[config.mk]
export PLATFORM = sky130hd
export DESIGN_NAME = pc_next_unit
export DESIGN_NICKNAME = d
export VERILOG_FILES = /design/src/rtl/pc_next_unit_pkg.sv /design/src/rtl/pc_next_unit_return_stack.sv /design/src/rtl/pc_next_unit.sv
export SDC_FILE = /design/constraint.sdc
export NUM_CORES = 1
export LEC_CHECK = 0
export CAP_MARGIN = 20
export CORE_AREA = 2 2 85 87
export DETAILED_ROUTE_END_ITERATION = 8
export DIE_AREA = 0 0 87 89
export GPL_ROUTABILITY_DRIVEN = 0
export PLACE_DENSITY = 0.77
export SYNTH_ARGS = -nofsm -noshare
export SYNTH_HDL_FRONTEND = slang
export SYNTH_SLANG_ARGS = --single-unit
[constraint.sdc]
create_clock -name clk -period 3.3 [get_ports clk]
set_input_delay 0.495 -clock clk [delete_from_list [all_inputs] [get_ports clk]]
set_output_delay 0.495 -clock clk [all_outputs]
set_load 0.01 [all_outputs]
[src/rtl/pc_next_unit_pkg.sv]
// Shared types and defaults for the next-PC selection unit.
package pc_next_unit_pkg;

    localparam int PC_W_DEF        = 8;
    localparam int STACK_DEPTH_DEF = 4;

    typedef enum logic {
        RUN    = 1'b0,
        HALTED = 1'b1
    } state_e;

endpackage

[src/rtl/pc_next_unit_return_stack.sv]
// LIFO return-address stack; push and pop never both take effect on one edge.
module return_stack
    import pc_next_unit_pkg::*;
#(
    parameter int DEPTH = STACK_DEPTH_DEF,
    parameter int W     = PC_W_DEF
) (
    input  logic         clk,
    input  logic         reset,
    input  logic         push,
    input  logic         pop,
    input  logic [W-1:0] din,
    output logic [W-1:0] dout,
    output logic [2:0]   depth,
    output logic         full,
    output logic         empty
);

    localparam logic [2:0] DEPTH_L = 3'(DEPTH);

    logic [W-1:0] mem_q [8];
    logic [W-1:0] mem_d [8];
    logic [2:0]   depth_q, depth_d;
    logic [2:0]   top_idx;

    assign full    = (depth_q == DEPTH_L);
    assign empty   = (depth_q == 3'd0);
    assign top_idx = depth_q - 3'd1;
    assign dout    = mem_q[top_idx];
    assign depth   = depth_q;

    always_comb begin
        mem_d   = mem_q;
        depth_d = depth_q;
        if (push && !pop && !full) begin
            mem_d[depth_q] = din;
            depth_d        = depth_q + 3'd1;
        end else if (pop && !push && !empty) begin
            depth_d = depth_q - 3'd1;
        end
    end

    always_ff @(posedge clk) begin
        if (reset) depth_q <= 3'd0;
        else       depth_q <= depth_d;
    end

    // Entry contents are don't-care after reset, so no reset term here.
    always_ff @(posedge clk) begin
        mem_q <= mem_d;
    end

endmodule

[src/rtl/pc_next_unit.sv]
// Next-PC select with halt/resume FSM and a return-address stack.
module pc_next_unit
    import pc_next_unit_pkg::*;
#(
    parameter int STACK_DEPTH = STACK_DEPTH_DEF,
    parameter int PC_W        = PC_W_DEF
) (
    input  logic            clk,
    input  logic            reset,
    input  logic [PC_W-1:0] pc,
    input  logic            branch_taken,
    input  logic [PC_W-1:0] branch_offset,
    input  logic            jump,
    input  logic [PC_W-1:0] jump_target,
    input  logic            call,
    input  logic            ret,
    input  logic            halt,
    input  logic            resume,
    output logic [PC_W-1:0] next_pc,
    output logic            halted,
    output logic [2:0]      stack_depth,
    output logic            stack_overflow,
    output logic            stack_underflow
);

    state_e          state_q, state_d;
    logic            ovf_q, ovf_d;
    logic            unf_q, unf_d;
    logic            run;
    logic            do_ret, do_call;
    logic            push, pop;
    logic            st_full, st_empty;
    logic [PC_W-1:0] pc_inc;
    logic [PC_W-1:0] st_top;

    assign pc_inc  = pc + PC_W'(1);
    assign run     = !reset && (state_q == RUN);
    assign do_ret  = run && !halt && ret;
    assign do_call = run && !halt && !ret && call;
    assign push    = do_call && !st_full;
    assign pop     = do_ret && !st_empty;

    always_comb begin
        next_pc = pc_inc;
        if (reset)             next_pc = '0;
        else if (!run || halt) next_pc = pc;
        else if (ret)          next_pc = st_empty ? pc_inc : st_top;
        else if (call || jump) next_pc = jump_target;
        else if (branch_taken) next_pc = pc + branch_offset;
    end

    always_comb begin
        state_d = state_q;
        ovf_d   = ovf_q || (do_call && st_full);
        unf_d   = unf_q || (do_ret && st_empty);
        if (run && halt)                        state_d = HALTED;
        else if (state_q == HALTED && resume)   state_d = RUN;
    end

    always_ff @(posedge clk) begin
        if (reset) begin
            state_q <= RUN;
            ovf_q   <= 1'b0;
            unf_q   <= 1'b0;
        end else begin
            state_q <= state_d;
            ovf_q   <= ovf_d;
            unf_q   <= unf_d;
        end
    end

    assign halted          = (state_q == HALTED);
    assign stack_overflow  = ovf_q;
    assign stack_underflow = unf_q;

    return_stack #(
        .DEPTH (STACK_DEPTH),
        .W     (PC_W)
    ) u_stack (
        .clk   (clk),
        .reset (reset),
        .push  (push),
        .pop   (pop),
        .din   (pc_inc),
        .dout  (st_top),
        .depth (stack_depth),
        .full  (st_full),
        .empty (st_empty)
    );

endmodule
Word-level counts from Yosys, hierarchy flattened:

Cells that the tools add are included.

* output and inout port bits: 14
* word-level logic and storage cells: 70
* register bits: 70
* input port bits: 32

* equality and inequality tests: 1
* reduce and logical (&&, ||, !) cells: 31
* mux-type cells: 16
* bitwise operators: 3
* $lt $le $gt $ge: 3
* $add $sub $neg: 4

Operator list (count)
* 8-bit two-way mux: 9
* 64-bit bitwise mux: 1
* 8-bit binary-select mux with 3-bit select: 1
* 8-bit demux with 3-bit select: 1
* 1-bit logical AND: 16
* 8-bit by 1-bit adder with 8-bit output (second input constant): 1
* 8-bit adder: 1
* 4-bit greater-or-equal comparator (second input constant): 2
* 1-bit zero test: 8
* 3-bit inverter with 4-bit output: 2
* 3-bit two-way mux: 2
* 1-bit logical OR: 4
* 4-bit by 1-bit less-than comparator with 1-bit output (second input constant): 1
* 2-bit nonzero test: 2
* 3-bit by 1-bit adder with 3-bit output (second input constant): 1
* 3-bit == test (second input constant): 1
* 3-bit zero test: 1
* 3-bit by 1-bit subtractor with 3-bit output (second input constant): 1
* 1-bit two-way mux: 2
* 1-bit inverter: 1

Depth between registers and ports, before layout:

* word-level depth: 11
* gate-level depth with buffers: 10
* gate-level depth less buffers: 8

Hierarchy:

A second synthesis with hierarchy kept.

* cell total of the unflattened synthesis: 270
* area total of the unflattened synthesis: 3699.8 µm²

Modules (own cells, without submodules)
* return_stack: cells each 139, area each 2771.4 µm², times used 1
* pc_next_unit: cells each 131, area each 928.4 µm², times used 1

Worst setup path before layout:

OpenSTA, ideal clock, no wires.

* path kind: register -> output
* start point: reg u_stack.depth_q[0], in the netlist u_stack.depth[0]
* end point: out next_pc[7]
* cell stages (with the launch flop): 11
* setup slack: 609 ps
* data required time: 2805 ps
* arrival: 2196 ps
* cell sequence: dfxtp_1 buf_4 inv_1 ha_1 clkbuf_2 clkbuf_4 mux4_1 mux2i_1 a211oi_1 o21ai_1 a21oi_1

* longest elaborated chain between the ends: 9
* elaborated cells between the ends (all ways): 10

Ends and longest elaborated chain
* start: declaration: RTL line pc_next_unit_return_stack.sv:23 `logic [2:0] depth_q, depth_d;`
* start signal: assignment: RTL line pc_next_unit_return_stack.sv:45 `else depth_q <= depth_d;`
* 3-bit by 1-bit subtractor with 3-bit output: RTL line pc_next_unit_return_stack.sv:28 `assign top_idx = depth_q - 3'd1;`
* 3-bit inverter with 4-bit output (implied by the code): RTL line pc_next_unit_return_stack.sv:29 `assign dout = mem_q[top_idx];`
* 8-bit binary-select mux with 3-bit select: RTL line pc_next_unit_return_stack.sv:29
* 8-bit two-way mux (implied by the code) (2 in a row): RTL line pc_next_unit_return_stack.sv:29
* 8-bit two-way mux * (2 in a row): RTL line pc_next_unit.sv:47 `else if (ret) next_pc = st_empty ? pc_inc : st_top;`
* 8-bit two-way mux *: RTL line pc_next_unit.sv:46 `else if (!run || halt) next_pc = pc;`
* 8-bit two-way mux *: RTL line pc_next_unit.sv:45 `if (reset) next_pc = '0;`
* end: declaration: RTL line pc_next_unit.sv:19 `output logic [PC_W-1:0] next_pc,`

Mark *: on every way between the ends. The rest lies on a longest branch, timed or not. The select of a mux whose other input is x is not followed.

Worst setup path after layout:

* start point: in pc[0]
* end point: out next_pc[2]

* longest elaborated chain between the ends: 6
* elaborated cells between the ends (all ways): 8

Ends and longest elaborated chain
* start: declaration: RTL line pc_next_unit.sv:10 `input logic [PC_W-1:0] pc,`
* 8-bit by 1-bit adder with 8-bit output / 8-bit adder (equally long branches): RTL line pc_next_unit.sv:36, pc_next_unit.sv:49
* 8-bit two-way mux: RTL line pc_next_unit.sv:49 `else if (branch_taken) next_pc = pc + branch_offset;`
* 8-bit two-way mux: RTL line pc_next_unit.sv:48 `else if (call || jump) next_pc = jump_target;`
* 8-bit two-way mux *: RTL line pc_next_unit.sv:47
* 8-bit two-way mux *: RTL line pc_next_unit.sv:46
* 8-bit two-way mux *: RTL line pc_next_unit.sv:45

Mark *: on every way between the ends. The rest lies on a longest branch, timed or not.

==> results.sh <==
export IMPL_grt_first_pass_wirelength_um=13400
export IMPL_drcViolationCount=0
export IMPL_syn_area_um2=3670
export IMPL_switchingPower_uw=518
export IMPL_areaGrowthSynthToFinish_pct=27.6
export IMPL_reg2reg_to="u_stack.mem_q[49]"
export IMPL_yosys_warnings=0
export IMPL_p_clk_frac=0.343
export IMPL_rows=30
export IMPL_synth_top_family_by_area="multiplexers"
export IMPL_dieArea_um2=7740
export IMPL_cp_slowest_stage_delay_ps=490
export IMPL_track_usage=0.240
export IMPL_p_seq_frac=0.503
export IMPL_ir_drop_mv=0.433
export IMPL_cp_max_fo=3
export IMPL_power_density_nw_per_um2=415
export IMPL_ys_seq_elements=70
export IMPL_setup_viol=0
export IMPL_clock_skew_ps=7.69
export IMPL_root_buffer="clkbuf_8"
export IMPL_grt_met1_usage=0.326
export IMPL_synth_enable_flop_cells=64
export IMPL_top_usage_layer="met2"
export IMPL_cts_hold_buf=0
export IMPL_ys_seq_area_frac=0.556
export IMPL_synthArstFlopShare=0
export IMPL_routedWlPerCell_um=19.7
export IMPL_avgViaCountPerCell=5.87
export IMPL_synth_xor_area_frac=0.0337
export IMPL_synth_flop_cell="edfxtp_1"
export IMPL_cts_sinks=70
export IMPL_routed_wl_um=8750
export IMPL_fin_crit_sh=0.962
export IMPL_regArea_um2=2040
export IMPL_overflow=0
export IMPL_grt_util_met3=0.0572
export IMPL_hp_start="stack_overflow"
export IMPL_min_to="stack_overflow"
export IMPL_synthSimpleGateAreaFrac=0.115
export IMPL_muxShareOfSynthArea=0.136
export IMPL_grt_pass1_vias=2568
export IMPL_rsz0062_at_grt="no"
export IMPL_worstSetupEndpointType="output pin"
export IMPL_final_common_cell="edfxtp_1"
export IMPL_synthAdderAreaFrac=0.0429
export IMPL_crit_slowest_cell="clkdlybuf4s50_1"
export IMPL_path_cells="clkdlybuf4s50_1, ha_1, inv_1, fa_2, nand2b_4, buf_4, a311oi_1, o21ai_0, and3_1, dlygate4sd2_1"
export IMPL_hpwl_um=6370
export IMPL_netlist_cell_type_count=55
export IMPL_fin_crit_ps=3170
export IMPL_multiInputGateArea_um2=1540
export IMPL_io_buffers=45
export IMPL_layout_common_cells="edfxtp_1 (64), buf_4 (45), clkdlybuf4s50_1 (40), nor2_1 (25), nand2_1 (16)"
export IMPL_synth_avg_cell_area_um2=13.7
export IMPL_dr_pass1_iters=4
export IMPL_p_sw_frac=0.266
export IMPL_r2r_start="halted"
export IMPL_status="completed"
export IMPL_cp_start_kind="input pin"
export IMPL_cp_required_ps=2800
export IMPL_clkLatencyLatePin_ps=350
export IMPL_reg2reg_depth=6
export IMPL_antenna_found_initial=0
export IMPL_io_pins=46
export IMPL_fin_setup_tns_ps=0
export IMPL_hold_ws_ps=484
export IMPL_hold_depth=2
export IMPL_drive_above_1_share=0.234
export IMPL_numCtsBuffers=9
export IMPL_drt_iter0_drc=211
export IMPL_synth_nets=312
export IMPL_leakagePower_nw=1.71
export IMPL_die_x_um=87
export IMPL_hold_violations=0
export IMPL_final_area_um2=4690
export IMPL_r2r_setup_slack_ps=1290
export IMPL_critPathTopFamily="buffers and inverters"
export IMPL_n_antenna_cell=0
export IMPL_fin_nets=402
export IMPL_vias=2599
export IMPL_worst_slew_pin_slew_ps=537
export IMPL_synth_compound_area_frac=0.0868
export IMPL_cts_clk_slew_worst_paths_ps=80
export IMPL_hold_path_class="flip-flop to flip-flop"
export IMPL_maxCapViolations=0
export IMPL_clk_path_buf_depth=2
export IMPL_intPower_mw=1.43
export IMPL_worstPathBufferInverterCount=4
export IMPL_dpl_worst_slack_ps=-262
export IMPL_arrival_ps=2680
export IMPL_placed_area_um2=4460
export IMPL_cts_max_level=3
export IMPL_cts_tree="done"
export IMPL_use_met2=0.389
export IMPL_setup_ws_ps=125
export IMPL_n_fill_cell=462
export IMPL_crit_type="input pin to output pin"
export IMPL_power_frac_comb=0.154
export IMPL_totalPowerFinal_mw=1.95
export IMPL_core_area_um2=6720
export IMPL_ant_nets=0
export IMPL_grt_max_degree=24
export IMPL_fmax_mhz=315
export IMPL_initial_utilization=0.547
export IMPL_final_max_slew_violation_count=0
export IMPL_die_y_um=89
export IMPL_synthCells=268
export IMPL_relSlewSlack=0.641
[power by group through the flow]
stage	combinational, mW	clock, mW	sequential (mW)
2_1_floorplan	0.150	0	1.00
3_3_place_gp	0.286	0	1.00
3_5_place_dp	0.292	0	1.00
4_1_cts	0.291	0.687	0.980
5_1_grt	0.323	0.725	0.980
6_report	0.299	0.667	0.980
[Yosys cell counts (all sizes together) (2+ instances only)]
cell type / count / share of area
a31oi: 2 / 0.0034
a311oi: 2 / 0.0048
o32ai: 2 / 0.0048
edfxtp: 64 / 0.52
nor3: 11 / 0.016
nand3: 7 / 0.0095
nor4: 4 / 0.0085
nor2: 25 / 0.026
ha: 11 / 0.037
mux2: 2 / 0.0061
inv: 8 / 0.0082
xnor2: 8 / 0.019
nand2b: 4 / 0.0068
a21oi: 11 / 0.015
a22oi: 2 / 0.0054
xor2: 4 / 0.015
o21ai: 8 / 0.011
nor2b: 2 / 0.0034
mux2i: 9 / 0.025
o21a: 2 / 0.0041
a211oi: 6 / 0.012
mux4: 16 / 0.11
buf: 6 / 0.016
clkbuf: 5 / 0.0065
nand2: 16 / 0.016
o211ai: 5 / 0.010
and3: 4 / 0.0072
dfxtp: 6 / 0.033
[per-stage QoR]
| step | util | instances |
|---|---|---|
| after global routing | 0.698 | 443 |
| after global placement | 0.664 | 423 |
| after floorplan | - | 268 |
| final | 0.698 | 443 |
| after CTS | 0.692 | 439 |
| after detailed placement | 0.664 | 423 |
[state kept, by name (all words and copies together) (netlist names)]
signal	count
halted	1
stack_overflow	1
stack_underflow	1
u_stack.depth	3
u_stack.mem_q	64
[layout make-up]
cell class,count,share of cell area
inverters,8,0.00641
clock inverters,7,0.0147
repair buffers,90,0.167
well taps,80,0.0214
clock buffers,9,0.0264
multi-input cells,179,0.329
flip-flops and latches,70,0.436
[worst max-delay path by stage]
stage | from | endpoint | cells after the start
after floorplan | u_stack.depth[0] | next_pc[7] | 10
after global placement | pc[0] | next_pc[6] | 10
after detailed placement | pc[0] | next_pc[6] | 10
after CTS | pc[0] | next_pc[2] | 10
after global routing | pc[1] | next_pc[5] | 9
final | pc[0] | next_pc[2] | 10
[tightest hold or removal path: stages (launching register included)]
cell and delay (ps):
dfxtp_1 340, a41oi_1 50, nor2_1 70
[what timing repair did]
item,4_1_cts,5_1_grt
pin swaps,0,2
setup buffers,0,4
gates cloned,0,0
endpoints found under the setup margin,5,4
gates resized for setup,6,2
[logic make-up after synthesis]
logic type      Yosys count
mux                      27
flops                    70
buf+inv                  19
simple gates             81
xor+xnor                 12
fa+ha+maj                12
compound gates           47
[metal layers]
layer,vias up,part of all wire
met5,-,0
li1,1236,-
met1,1251,0.43
met3,14,0.061
met2,98,0.49
met4,0,0.012
Power figures use the tool's default switching activity.
